[src/rtl/ids_chi_monitor.sv]
// Streaming intrusion-detection monitor: windowed symbol histogram, scaled chi-squared
// against a uniform expectation, and a hysteretic alarm driven by hot/cool window streaks.
module ids_chi_monitor #(
  parameter int DATA_WIDTH  = 8,
  parameter int BIN_BITS    = 4,
  parameter int WINSIZE     = 256,
  parameter int CHI_WIDTH   = 32,
  parameter int TRIP_COUNT  = 2,
  parameter int CLEAR_COUNT = 2
) (
  input  logic                  clk,
  input  logic                  rst,
  input  logic                  in_valid,
  input  logic [DATA_WIDTH-1:0] data_in,
  input  logic [CHI_WIDTH-1:0]  thr_hi,
  input  logic [CHI_WIDTH-1:0]  thr_lo,
  output logic [CHI_WIDTH-1:0]  chi_out,
  output logic                  chi_vld,
  output logic                  alarm,
  output logic [15:0]           win_cnt
);

  localparam int NBINS = 1 << BIN_BITS;
  localparam int E     = WINSIZE / NBINS;
  localparam int CW    = $clog2(WINSIZE + 1);
  localparam int SW    = $clog2(WINSIZE);
  localparam int QW    = 2 * CW;
  localparam int AW    = ((CHI_WIDTH > QW) ? CHI_WIDTH : QW) + 1;
  localparam int HW    = $clog2(TRIP_COUNT + 1);
  localparam int LW    = $clog2(CLEAR_COUNT + 1);

  localparam logic [CW-1:0]        E_C     = CW'(E);
  localparam logic [CHI_WIDTH-1:0] ACC_MAX = {CHI_WIDTH{1'b1}};

  typedef enum logic {IDLE, SCAN} state_t;

  state_t                 state, state_nx;
  logic [CW-1:0]          bank [2][NBINS];
  logic                   fill_sel;
  logic                   scan_sel;
  logic [SW-1:0]          s;
  logic [BIN_BITS-1:0]    idx;
  logic [BIN_BITS-1:0]    bin;
  logic [CHI_WIDTH-1:0]   acc, acc_nx;
  logic [CW-1:0]          obs, dev;
  logic [AW-1:0]          dev_w, sum;
  logic [HW-1:0]          hot_n, hot_nx;
  logic [LW-1:0]          cool_n, cool_nx;
  logic                   alarm_nx;
  logic                   win_done, last, hot, cool;
  logic                   unused_data;

  assign bin         = data_in[DATA_WIDTH-1 -: BIN_BITS];
  assign unused_data = ^data_in;
  assign scan_sel    = ~fill_sel;
  assign win_done    = in_valid && (s == SW'(WINSIZE - 1));
  assign last        = (state == SCAN) && (idx == '1);

  always_comb begin
    state_nx = state;
    hot_nx   = hot_n;
    cool_nx  = cool_n;
    alarm_nx = alarm;
    obs      = bank[scan_sel][idx];
    dev      = (obs >= E_C) ? (obs - E_C) : (E_C - obs);
    dev_w    = AW'(dev);
    sum      = AW'(acc) + dev_w * dev_w;
    acc_nx   = (sum > AW'(ACC_MAX)) ? ACC_MAX : sum[CHI_WIDTH-1:0];
    hot      = (acc_nx >= thr_hi);
    cool     = !hot && (acc_nx < thr_lo);

    case (state)
      IDLE:    if (win_done) state_nx = SCAN;
      SCAN:    if (last)     state_nx = IDLE;
      default: state_nx = IDLE;
    endcase

    // The streak that reaches its limit on this very window flips the alarm.
    if (last) begin
      if (hot) begin
        cool_nx = '0;
        hot_nx  = (hot_n == HW'(TRIP_COUNT)) ? hot_n : hot_n + HW'(1);
        if (hot_nx == HW'(TRIP_COUNT)) alarm_nx = 1'b1;
      end else if (cool) begin
        hot_nx  = '0;
        cool_nx = (cool_n == LW'(CLEAR_COUNT)) ? cool_n : cool_n + LW'(1);
        if (cool_nx == LW'(CLEAR_COUNT)) alarm_nx = 1'b0;
      end else begin
        hot_nx  = '0;
        cool_nx = '0;
      end
    end
  end

  // Fill and scan always target different banks, so both writes can land in one cycle.
  always_ff @(posedge clk or posedge rst) begin
    if (rst) begin
      for (int b = 0; b < NBINS; b++) begin
        bank[0][b] <= '0;
        bank[1][b] <= '0;
      end
      state    <= IDLE;
      fill_sel <= 1'b0;
      s        <= '0;
      idx      <= '0;
      acc      <= '0;
      hot_n    <= '0;
      cool_n   <= '0;
      chi_out  <= '0;
      chi_vld  <= 1'b0;
      alarm    <= 1'b0;
      win_cnt  <= '0;
    end else begin
      state   <= state_nx;
      chi_vld <= last;
      hot_n   <= hot_nx;
      cool_n  <= cool_nx;
      alarm   <= alarm_nx;

      if (in_valid) begin
        bank[fill_sel][bin] <= bank[fill_sel][bin] + CW'(1);
        s <= win_done ? '0 : s + SW'(1);
        if (win_done) fill_sel <= ~fill_sel;
      end

      if (state == SCAN) begin
        bank[scan_sel][idx] <= '0;
        acc <= acc_nx;
        idx <= idx + BIN_BITS'(1);
      end else begin
        acc <= '0;
        idx <= '0;
      end

      if (last) begin
        chi_out <= acc_nx;
        win_cnt <= win_cnt + 16'd1;
      end
    end
  end

endmodule

[config.mk]
export PLATFORM = sky130hd
export DESIGN_NAME = ids_chi_monitor
export DESIGN_NICKNAME = d
export VERILOG_FILES = /design/src/rtl/ids_chi_monitor.sv
export SDC_FILE = /design/constraint.sdc
export NUM_CORES = 1
export LEC_CHECK = 0
export CAP_MARGIN = 20
export CORE_ASPECT_RATIO = 1.5
export CORE_MARGIN = 2
export CORE_UTILIZATION = 56
export DETAILED_ROUTE_END_ITERATION = 6
export PLACE_DENSITY = 0.8
export SLEW_MARGIN = 10
export SYNTH_ARGS = -nofsm -noshare
export SYNTH_HDL_FRONTEND = slang
export SYNTH_SLANG_ARGS = --single-unit
[constraint.sdc]
create_clock -name clk -period 12.35 [get_ports clk]
set_input_delay 1.235 -clock clk [delete_from_list [all_inputs] [get_ports clk]]
set_output_delay 1.235 -clock clk [all_outputs]
set_load 0.02 [all_outputs]
==> results of run 1 <==
routing by layer:
layer | vias up | share of wire, % | track usage (%)
met5 | - | 0 | 0
met4 | 0 | 8.7 | 26.2
met3 | 378 | 7.9 | 6.31
met2 | 1227 | 50 | 59.8
met1 | 10600 | 33 | 39.2
li1 | 9337 | - | -
logic make-up after synthesis:
group	share of synthesized area, %
adder cells (fa/ha/maj)	9.66
multiplexers	15.7
buffers and inverters	5.45
XOR/XNOR	1.85
flip-flops	38.7
AO/OA/AOI/OAI	11.3
AND/OR/NAND/NOR	17.4
final cells by class:
cell class | instances | area, sq um
Fill cell | 3599 | 16200
Timing Repair Buffer | 168 | 1670
Clock buffer | 49 | 1070
Tap cell | 582 | 728
Sequential cell | 388 | 9710
Multi-Input combinational cell | 1961 | 14100
Inverter | 188 | 713
Antenna cell | 2 | 5.00
Clock inverter | 20 | 292
worst min path at each step:
stage                  endpoint  slack, ps  cells past startpoint        start
floorplan                  s[6]        440                      1         s[6]
global placement           s[6]        450                      1         s[6]
detailed placement         s[6]        460                      1         s[6]
CTS                        s[6]        470                      1         s[6]
global route               s[6]        490                      1         s[6]
finish              win_cnt[15]        470                      1  win_cnt[15]
synthesized netlist by cell type (all sizes together) (8+ instances only):
cell type,number
mux2,12
clkbuf,69
mux2i,50
inv,188
nand3,28
a21oi,325
dfrtp,388
a22oi,30
nor2,214
nand2,640
nor3,14
nor2b,17
a221oi,8
nand4,26
o21ai,42
xor2,17
and2,14
a211oi,9
ha,122
fa,45
buf,73
xnor2,36
nand2b,12
and3,43
or3,9
mux4,146
a21o,39
stage by stage:
| stage | setup WS (ps) | utilization, % | cells | hold slack, ps | instance area (sq um) |
|---|---|---|---|---|---|
| 4_1_cts | 387 | 63.3 | 3352 | 469 | 28200 |
| 6_report | 749 | 63.6 | 3358 | 466 | 28300 |
| 3_5_place_dp | 442 | 60.2 | 3283 | 459 | 26800 |
| 2_1_floorplan | 331 | - | 2679 | 439 | 25100 |
| 3_3_place_gp | 679 | 60.2 | 3282 | 454 | 26800 |
| 5_1_grt | 135 | 63.5 | 3356 | 494 | 28300 |
flip-flops by register name, summed over array words and instances, names as in the netlist:
signal    count
idx           4
fill_sel      1
alarm         1
chi_vld       1
chi_out      32
cool_n        2
s             8
state         1
win_cnt      16
acc          32
bank        288
hot_n         2
where the power goes:
| group | internal (mW) | switching (mW) | total, mW |
|---|---|---|---|
| sequential | 1.34 | 0.0616 | 1.40 |
| clock | 0.765 | 0.534 | 1.30 |
| combinational | 0.153 | 0.223 | 0.377 |
| total | 2.26 | 0.818 | 3.08 |
==> impl_results.md, run 1 <==
- Hold buffers post-CTS: 0
- DR WL/cell: 24.1 microns
- Fmax: approximately 0.086 GHz
- Worst hold path class: reg -> reg
- WS Path Type: reg -> reg
- Die Wd: 177 microns
- Final routed DRC violation total: 0
- Crit. Startpoint: fill_sel
- Crit path top cell by count: a21o_1
- Clock latency at the later pin of the worst-skew pair: between 500 and 600 ps
- Total GRT Usage: 35.2%
- Total gr overflow: 0
- CTS tree: built
- Area grow syn2layout: 12.8%
- Critical Path AT: 12010 ps
- Required @ worst endpoint: 12760 ps
- Final min period: 11600 ps
- Sequential fraction of the synthesis area: 38.7%
- Pwr dens: 109 nW/um^2
- Mapped Area: 25100 sq um
- Total power: between 3 and 4 mW
- Top Ports: 125
- Status: complete, no violations
- RePlAce Congestion: a little over 1
- CTS Buf Count: 39
- FP Rows: 95
- Post-CTS Resized: 0
- Final net count: 2988
- Share of cells above drive strength 1: 10.9%
- Port bufs: 120
- Reg2Reg Depth: 39
- Final Cycle Share: 93.9%
- Main flop type after synthesis: dfrtp_1
- Commonest non-fill, non-tap cell in the layout: nand2_1
- Yosys top cell area share: between 30% and 40%
- Rel. slew slack: 21.5%
- Clk sinks: 388
- Global-route wire length before repair: 125 mm
- DR iter-0 viols: 2409
- Initial antenna violation count: 2
- Crit path depth: 39
- Syn nets: about 2900
- #FFs+latches synth: 388
- Final Hold Fails: 0
- Vias in the first global route: between 20000 and 25000
- Vias: ~22000
- CTS max path bufs: 3
- Routed WL: 80.8 mm
- Pins Over Slew Limit: 0
- Leak: around 13 nW
- Critical Path Max Stage Delay: 680 ps
- # H-tree levels: 2
- Ys Warns: 0
- Chip height: 263 microns
- Ys async rst share: 100%
- Delay-heaviest family, CP: compound AO/OA/AOI/OAI gates
- Hpwl dp: 59.4 mm
- Clk root buf: clkbuf_16
- Setup_tns: 0 ps
- Effective utilization at floorplan: between 50% and 60%
- Max FO, Critical Path: 47
- Post-CTS Setup Bufs: 0
- Startpoint Class: register
- Peak VDD IR: slightly below 0.09 mV
- Reg2reg end: alarm
- Largest net degree at the start of global routing: 118
- Post-synth EDFFs: 0
- Antenna Nets Post-Route: 0
- CP endpoint: alarm
- Die area: ~47000 sq um
- Worst reg2reg startpoint: fill_sel
- Drt pass-1 iters: 6
- Core Footprint: approximately 45000 sq um
- CP Capture Type: register
- Unique masters post-synth: between 60 and 70
- Buf+Inv Stages, Crit Path: 3
- RSZ-0062 raised after global routing: no
- Post-Syn Instances: 2679
- Max_cap viols: 0
- R2R setup slack: 750 ps
- Slowest-stage cell, CP: dfrtp_4
- Synth top area cells: dfrtp_1 39%, mux4_2 13%, nand2_1 9.6%
- Finish-stage setup viols: 0
- Final clock skew: approximately 30 ps
- Vias per cell: around 6.4
- Most frequent cells in the layout: 640 x nand2_1, 386 x dfrtp_1, 325 x a21oi_1, 213 x nor2_1, 187 x inv_1
- Cell taking the most area after synthesis: dfrtp_1
- Worst Tran Pin Value: 1170 ps
- Avg Inst Size Synth: about 9.4 sq um
- Clk pin slew, worst setup/hold paths: about 60 ps
(Power assumes the default switching activity.)
==> run 2: changes to the inputs <==
--- a/config.mk
+++ b/config.mk
@@ -10,7 +10,7 @@
 export CORE_MARGIN = 2
 export CORE_UTILIZATION = 56
 export DETAILED_ROUTE_END_ITERATION = 6
-export PLACE_DENSITY = 0.8
+export PLACE_DENSITY = 0.78
 export SLEW_MARGIN = 10
 export SYNTH_ARGS = -nofsm -noshare
 export SYNTH_HDL_FRONTEND = slang
==> impl_results.md, run 2 (synthesized netlist as in run 1, its figures left out) <==
- Status: complete, no violations
- Setup_tns: 0 ps
- Die Wd: 177 microns
- Clock network fraction of design power: 40.9%
- Share of cells above drive strength 1: 10.6%
- Core Footprint: 44600 sq um
- Top Ports: between 100 and 150
- Slowest-stage cell, CP: dfrtp_4
- Antenna Nets Post-Route: 0
- Post-place setup slack: about 640 ps
- FP Rows: 95
- Clock latency at the later pin of the worst-skew pair: 560 ps
- Startpoint Class: register
- Drt pass-1 iters: 6
- Effective utilization at floorplan: a little under three fifths
- Critical Path AT: 12030 ps
- Clk root buf: clkbuf_16
- Vias in the first global route: 22100
- Final clock skew: between 15 and 20 ps
- DR iter-0 viols: 2296
- Final net count: 2988
- CP Capture Type: register
- Vias per cell: 6.43
- Worst Tran Pin Value: 1070 ps
- Pwr dens: around 110 nW/um^2
- Hpwl dp: 60.2 mm
- CTS Buf Count: 40
- # H-tree levels: 2
- P_sw: 0.835 mW
- Largest net degree at the start of global routing: 113
- Critical Path Max Stage Delay: between 700 and 800 ps
- Pins Over Slew Limit: 0
- Largest reg by FF count: bank
- Crit path top cell by count: a21o_1
- Top Registers: bank: 288 flops, acc: 32 flops, chi_out: 32 flops
- Fin worst setup slack: approximately 730 ps
- Clk sinks: 388
- Clk pin slew, worst setup/hold paths: 60 ps
- Final Hold Fails: 0
- Hold Startpoint: chi_out[2]
- Rel. slew slack: 28.5%
- Vias: 21600
- Commonest non-fill, non-tap cell in the layout: nand2_1
- Area grow syn2layout: 12.2%
- Routed WL: 84.0 mm
- Die area: 46600 sq um
- Chip height: 263 microns
- Finish-stage setup viols: 0
- Required @ worst endpoint: 12760 ps
- Max_cap viols: 0
- Switching share of total power: between 20% and 30%
- Worst hold path class: reg -> reg
- Reg power frac: 46.6%
- Global-route wire length before repair: 127 mm
- DR WL/cell: 25.0 microns
- CTS tree: built
- Peak VDD IR: roughly 0.11 mV
- Final Cycle Share: 94.1%
- Max FO, Critical Path: 40
- RSZ-0062 raised after global routing: no
- Worst reg2reg startpoint: fill_sel
- Crit. Startpoint: fill_sel
- Initial antenna violation count: 0
- Most frequent cells in the layout: 640 x nand2_1, 386 x dfrtp_1, 325 x a21oi_1, 213 x nor2_1, 187 x inv_1
- CTS max path bufs: 3
- Fmax: roughly 0.086 GHz
- Port bufs: 120
- Final routed DRC violation total: 0
- WS Path Type: reg -> reg
- Total GRT Usage: 36.4%
- Total gr overflow: 0
- Leak: 13.0 nW
- RePlAce Congestion: 0.984
- Logic pwr share: 12.5%
- Int Pwr: 2.17 mW
- Hold buffers post-CTS: 0
- Max reg flops: 288
- Final min period: between 10000 and 15000 ps
- Ant diodes: 0
-- run 2: cell count changes in the layout (fill, tap and decap cells not counted), moves of 2 or more --
cell       previous run  this run
diode_2               2         0
clkbuf_8              6        11
a22oi_2               2         0
clkbuf_1              4         7
a22oi_1              28        30
clkinv_2              8         6
bufinv_16             7         1
clkbuf_16            39        41
inv_6                 2         0
-- run 2: worst max-delay path: cells and delay by family, from the launching register on --
kind	cells	cell delay, ps
flops	1	740
mux	1	530
fa+ha+maj	7	3100
compound gates	19	4020
buf+inv	5	750
simple gates	8	2270
-- run 2: final cells by class --
class | count | area, sq um
repair buffers | 167 | 1640
clock inverters | 10 | 83.8
clock buffers | 59 | 1200
well taps | 582 | 728
inverters | 188 | 713
multi-input cells | 1961 | 14100
flip-flops and latches | 388 | 9710
fillers | 3630 | 16400
-- run 2: final timing paths --
check,to,slack (ps),depth (start not counted)
max reg2reg,alarm,730,40
max,alarm,730,40
min reg2reg,chi_out[2],480,2
max in group asynchronous,chi_out[2],8960,4
min,chi_out[2],480,2
min in group asynchronous,bank[88],1190,2
-- run 2: what timing repair did --
item,CTS,global route
gates resized for setup,0,1
setup endpoints to repair,0,3
buffers inserted,0,1
endpoints found under the hold margin,0,0
-- run 2: layer usage --
metal / vias up / track usage, % / part of all wire [%]
met2: 1282 / 60.3 / 49
met1: 10600 / 40.5 / 33
met5: - / 0 / 0
li1: 9334 / - / -
met3: 406 / 7.26 / 8.7
met4: 0 / 29.3 / 9.4
-- run 2: through the flow --
stage | hold slack, ps | cell area [sq um] | total power, mW | instances | utilization, %
2_1_floorplan | 439 | 25100 | 1.63 | 2679 | -
3_3_place_gp | 454 | 26800 | 1.77 | 3282 | 60.2
3_5_place_dp | 469 | 26800 | 1.78 | 3282 | 60.2
4_1_cts | 482 | 28100 | 3.00 | 3351 | 63.1
5_1_grt | 503 | 28200 | 3.09 | 3355 | 63.2
6_report | 478 | 28200 | 3.01 | 3355 | 63.2
-- run 2: power by group through the flow --
stage | Combinational [mW] | Sequential (mW) | Clock, mW
2_1_floorplan | 0.236 | 1.40 | 0
3_3_place_gp | 0.350 | 1.42 | 0
3_5_place_dp | 0.360 | 1.42 | 0
4_1_cts | 0.363 | 1.40 | 1.23
6_report | 0.375 | 1.40 | 1.23
5_1_grt | 0.395 | 1.41 | 1.28
